`config.mk`:
```
export PLATFORM = sky130hd
export DESIGN_NAME = scan_chain_ctrl
export DESIGN_NICKNAME = d
export VERILOG_FILES = /design/src/rtl/scan_ctrl_pkg.sv /design/src/rtl/scan_phase_gen.sv /design/src/rtl/scan_chain_ctrl.sv
export SDC_FILE = /design/constraint.sdc
export NUM_CORES = 1
export LEC_CHECK = 0
export BUFFER_PORTS_ARGS = -buffer_cell sky130_fd_sc_hd__buf_2
export CORE_MARGIN = 2
export CORE_UTILIZATION = 35
export CTS_CLUSTER_DIAMETER = 150
export DETAILED_ROUTE_END_ITERATION = 12
export GPL_TIMING_DRIVEN = 0
export SKIP_CTS_REPAIR_TIMING = 1
export SLEW_MARGIN = 20
export SYNTH_ARGS = -nofsm -noshare
export SYNTH_HDL_FRONTEND = slang
export SYNTH_SLANG_ARGS = --single-unit
```
`constraint.sdc`:
```
create_clock -name CLK -period 1.95 [get_ports CLK]
set_clock_uncertainty 0.1 [all_clocks]
set_input_delay 0.195 -clock CLK [delete_from_list [all_inputs] [get_ports CLK]]
set_output_delay 0.195 -clock CLK [all_outputs]
set_load 0.005 [all_outputs]
```
`src/rtl/scan_ctrl_pkg.sv`:
```
// Shared types and constants for the scan chain controller.
package scan_ctrl_pkg;

  typedef enum logic [2:0] {
    IDLE,
    CAP_SETUP,
    CAP_PULSE,
    CAP_HOLD,
    SHIFT,
    UPD_GAP,
    UPD_PULSE,
    FIN
  } state_t;

  typedef enum logic [1:0] {
    PH_P1 = 2'd0,
    PH_G1 = 2'd1,
    PH_P2 = 2'd2,
    PH_G2 = 2'd3
  } phase_t;

  localparam int unsigned OP_CAPTURE = 0;
  localparam int unsigned OP_UPDATE  = 1;

endpackage

```
`src/rtl/scan_phase_gen.sv`:
```
// Four-phase shift sequencer and bit counter; phase reflects the current SHIFT cycle.
module scan_phase_gen
  import scan_ctrl_pkg::*;
#(
  parameter int CHAIN_LEN = 8,
  parameter int CNT_W     = $clog2(CHAIN_LEN)
) (
  input  logic   clk,
  input  logic   reset,
  input  logic   enable,
  input  logic   clear,
  output phase_t phase,
  output logic   last_bit,
  output logic   sample
);

  logic [CNT_W-1:0] bit_cnt;

  always_ff @(posedge clk) begin
    if (reset || clear) begin
      phase   <= PH_P1;
      bit_cnt <= '0;
    end else if (enable) begin
      phase <= phase_t'(phase + 2'd1);
      if (phase == PH_G2) bit_cnt <= bit_cnt + 1'b1;
    end
  end

  assign last_bit = (bit_cnt == CNT_W'(CHAIN_LEN - 1));
  // Strobe is high during P1, so the capturing edge is the one that ends P1.
  assign sample   = enable && (phase == PH_P1);

endmodule

```
`src/rtl/scan_chain_ctrl.sv`:
```
// LSSD scan chain controller: optional capture, CHAIN_LEN-bit two-phase shift, optional update.
module scan_chain_ctrl
  import scan_ctrl_pkg::*;
#(
  parameter int CHAIN_LEN = 8,
  parameter int CNT_W     = $clog2(CHAIN_LEN)
) (
  input  logic                 CLK,
  input  logic                 RESET,
  input  logic                 START,
  input  logic [1:0]           OP,
  input  logic [CHAIN_LEN-1:0] WDATA,
  input  logic                 SCAN_OUT,
  output logic                 SCAN_IN,
  output logic                 SCAN_CLK1,
  output logic                 SCAN_CLK2,
  output logic                 SCAN_CAPTURE,
  output logic                 SCAN_UPDATE,
  output logic [CHAIN_LEN-1:0] RDATA,
  output logic                 BUSY,
  output logic                 DONE
);

  state_t               state;
  phase_t               phase;
  logic                 last_bit;
  logic                 sample;
  logic                 in_shift;
  logic                 do_update;
  logic [CHAIN_LEN-1:0] wreg;

  assign in_shift = (state == SHIFT);

  scan_phase_gen #(
    .CHAIN_LEN(CHAIN_LEN),
    .CNT_W    (CNT_W)
  ) u_phase (
    .clk     (CLK),
    .reset   (RESET),
    .enable  (in_shift),
    .clear   (!in_shift),
    .phase   (phase),
    .last_bit(last_bit),
    .sample  (sample)
  );

  // Outputs are loaded with the values for the state being entered, so every
  // chain control comes straight from a flop.
  always_ff @(posedge CLK) begin
    if (RESET) begin
      state        <= IDLE;
      wreg         <= '0;
      do_update    <= 1'b0;
      SCAN_IN      <= 1'b0;
      SCAN_CLK1    <= 1'b0;
      SCAN_CLK2    <= 1'b0;
      SCAN_CAPTURE <= 1'b0;
      SCAN_UPDATE  <= 1'b0;
      RDATA        <= '0;
      BUSY         <= 1'b0;
      DONE         <= 1'b0;
    end else begin
      SCAN_CLK1    <= 1'b0;
      SCAN_CLK2    <= 1'b0;
      SCAN_CAPTURE <= 1'b0;
      SCAN_UPDATE  <= 1'b0;
      DONE         <= 1'b0;
      if (sample) RDATA <= {RDATA[CHAIN_LEN-2:0], SCAN_OUT};

      case (state)
        IDLE: begin
          if (START) begin
            wreg      <= WDATA;
            do_update <= OP[OP_UPDATE];
            BUSY      <= 1'b1;
            if (OP[OP_CAPTURE]) begin
              state        <= CAP_SETUP;
              SCAN_CAPTURE <= 1'b1;
            end else begin
              state     <= SHIFT;
              SCAN_CLK1 <= 1'b1;
              SCAN_IN   <= WDATA[CHAIN_LEN-1];
            end
          end
        end
        CAP_SETUP: begin
          state        <= CAP_PULSE;
          SCAN_CAPTURE <= 1'b1;
          SCAN_CLK2    <= 1'b1;
        end
        CAP_PULSE: begin
          state        <= CAP_HOLD;
          SCAN_CAPTURE <= 1'b1;
        end
        CAP_HOLD: begin
          state     <= SHIFT;
          SCAN_CLK1 <= 1'b1;
          SCAN_IN   <= wreg[CHAIN_LEN-1];
        end
        SHIFT: begin
          case (phase)
            PH_G1: SCAN_CLK2 <= 1'b1;
            PH_G2: begin
              if (last_bit) begin
                SCAN_IN <= 1'b0;
                if (do_update) begin
                  state <= UPD_GAP;
                end else begin
                  state <= FIN;
                  DONE  <= 1'b1;
                end
              end else begin
                SCAN_CLK1 <= 1'b1;
                SCAN_IN   <= wreg[CHAIN_LEN-2];
                wreg      <= {wreg[CHAIN_LEN-2:0], 1'b0};
              end
            end
            default: ;
          endcase
        end
        UPD_GAP: begin
          state       <= UPD_PULSE;
          SCAN_UPDATE <= 1'b1;
        end
        UPD_PULSE: begin
          state <= FIN;
          DONE  <= 1'b1;
        end
        FIN: begin
          state <= IDLE;
          BUSY  <= 1'b0;
        end
        default: state <= IDLE;
      endcase
    end
  end

endmodule

```
==> impl_metrics.py <==
metrics = {
    "clock_tree": {
        "cts_tree": "yes",
        "clkTransAtPathRegs_ns": 0.06,
        "cts-root-buf": "clkbuf_8",
        "clk_latency_ns": 0.28,
        "htree_levels": 2,
        "cts_made_buffers": 5,
        "clockBufferDepth": 2,
        "clock_sinks": 32,
    },
    "die": {
        "die_area_sq_um": 4750,
        "die_h_microns": 68.9,
        "initial_core_util": 0.366,
        "io_pins": 29,
        "core_area_sq_um": 4030,
        "row_count": 23,
        "dieWidth_microns": 68.9,
    },
    "logic_synthesis": {
        "synth_fa_ha_area_frac": 0.0509,
        "synth_ff_type": "dfxtp_1",
        "yosys.cell_count.top_type": "dfxtp_1",
        "synth_area_sq_um": 1470,
        "synth-edff-count": 0,
        "synthMuxAreaShare": 0.0280,
        "synth_top_area_frac": 0.435,
        "synth-seq-area-share": 0.435,
        "ys_types": 39,
        "synth-xor-area-share": 0.00594,
        "post-synth-top-area-cell": "dfxtp_1",
        "syn_inst": 171,
        "yosys_warnings": 0,
        "avgSynthCellArea_sq_um": 8.62,
        "synth_simple_gate_area_frac": 0.260,
        "async_flop_share": 0,
        "synth.area.top_cells": "dfxtp_1, nand2_1, ha_1",
        "synth-seq-cells": 32,
        "syn_nets": 191,
        "synth_compound_area_frac": 0.160,
        "synth_top_family_by_area": "simple AND/OR/NAND/NOR gates",
        "synth_commonest_cells": "dfxtp_1, nand2_1, nor2_1, a21oi_1, nand3_1",
    },
    "cells_and_area": {
        "n_antenna_cell": 0,
        "fin_nets": 228,
        "post-route-util": 0.439,
        "syn2layout_area_growth_pct": 20.0,
        "drive_above_1_share": 0.255,
    },
    "power": {
        "p_leak_uw": 0.000729,
        "p_clk_frac": 0.284,
        "p_int_uw": 1130,
        "pwr-share-seq": 0.463,
        "cellPowerDensity_nw_per_um2": 917,
        "p_sw_frac": 0.303,
        "irDropWorstVdd_uv": 286,
        "p_comb_frac": 0.253,
        "p_sw_uw": 491,
    },
    "global_route": {
        "grt_pass1_vias": 1114,
        "gr-total-overflow": 0,
        "grt_antenna_before_repair": 0,
        "grt_pass1_wl_mm": 5.13,
        "grt_max_degree": 11,
        "grt.total_usage": 0.149,
    },
    "min_path": {
        "worstHoldStart": "RESET",
        "holdPathEnd": "SCAN_CAPTURE",
        "hold_path_depth": 2,
        "min_path_type": "in2reg",
    },
    "worst_setup_path": {
        "reg2reg_to": "wreg[4]",
        "reg2reg_depth": 7,
        "cp-end-kind": "register",
        "required_ns": 2.03,
        "reg2reg_slack_ns": 0.14,
        "arrival_ns": 1.89,
        "crit_type": "reg2reg",
        "cp_max_fo": 5,
        "start_kind": "register",
        "startpoint": "u_phase.bit_cnt[0]",
        "worstReg2RegStart": "u_phase.bit_cnt[0]",
    },
    "detailed_routing": {
        "route.detailed.drc": 0,
        "drtIter0Drc": 60,
        "ant_nets": 0,
        "vias_per_cell": 4.96,
        "via_count": 1280,
        "post_drt_wl_per_cell_microns": 11.8,
        "wirelength_mm": 3.05,
        "dr.pass1.iters": 4,
    },
    "placed_design": {
        "place.port_buffers": 28,
        "dp_hpwl_mm": 2.19,
        "gp_congestion": 0.830,
    },
    "sta": {
        "hold_viol": 0,
        "rsz0062_at_grt": "no",
        "maxSlewViolCount": 0,
        "final.setup.tns_ns": 0,
        "setup_viol": 0,
        "fin_crit_ns": 1.81,
        "relSlewSlack": 0.661,
        "min_period_over_period": 0.927,
        "fmax_ghz": 0.553,
        "tightest_slew_ns": 0.509,
    },
    "outcome": {
        "outcome": "finished clean",
    },
    "flow_run": {
        "maxCapViolCount": 0,
    },
}
[critical path: stages (launching register included)]
cell	delay [ns]
dfxtp_1	0.32
ha_1	0.22
ha_1	0.21
nand3b_1	0.20
a21oi_4	0.22
buf_4	0.15
nor2_1	0.03
a311oi_1	0.25
[final cells by class]
cell class	count	area, sq um
buffer	13	73.8
clock buffer	6	72.6
clock inverter	1	5.00
fill	423	2260
inverter	4	15.0
multi-input combinational	122	744
sequential	32	641
tap	50	62.6
timing repair buffer	30	155
[flip-flops by register name (all words and copies together) (netlist names), 2 cells and up]
register and count:
u_phase.bit_cnt 3, state 3, RDATA 8, u_phase.phase 2
wreg 8
[cell families (layout without fill, tap and decap cells)]
family | after synthesis | after routing
compound gates | 32 | 32
xor+xnor | 1 | 1
fa+ha+maj | 6 | 6
buf+inv | 17 | 54
flops | 32 | 32
mux | 4 | 4
simple gates | 79 | 79
[cell usage in the layout, fill, tap and decap left out, drive strengths merged, types with 3 or more instances in the layout]
master / n
a21oi: 14
a311oi: 8
a31oi: 3
buf: 38
clkbuf: 11
dfxtp: 32
ha: 6
inv: 4
mux2i: 3
nand2: 31
nand3: 10
nor2: 15
nor3: 7
[through the flow]
stage                     instances  cell area [sq um]  power (uW)  setup WS, ns  hold WS, ns
final                           258               1770        1620         0.142       0.0493
after global routing            258               1770        1730        0.0518       0.0488
after floorplan                 171               1470        1060         0.234        0.185
after global placement          249               1680        1170        0.0656        0.332
after detailed placement        249               1680        1170        0.0763        0.331
after CTS                       256               1750        1630        0.0591       0.0368
[routing by layer]
layer,vias to the layer above,part of all wire,track usage
met3,4,0.033,0.0438
met2,17,0.44,0.221
met1,595,0.51,0.195
met4,0,0.014,0.0735
met5,-,0,0
li1,664,-,-
[how the worst max path moves through the flow]
stage	endpoint	slack [ns]	cells past startpoint
6_report	wreg[4]	0.14	7
5_1_grt	wreg[6]	0.05	7
4_1_cts	wreg[5]	0.06	7
3_5_place_dp	wreg[5]	0.08	7
3_3_place_gp	wreg[5]	0.07	7
2_1_floorplan	wreg[6]	0.23	7
[power by group through the flow]
stage / Sequential (uW) / Clock (uW) / Combinational, uW
after floorplan: 761 / 0 / 296
after global placement: 765 / 0 / 405
after detailed placement: 765 / 0 / 400
after CTS: 751 / 481 / 402
after global routing: 760 / 516 / 458
final: 751 / 460 / 410
No activity file was read; power rests on OpenSTA's default activity.
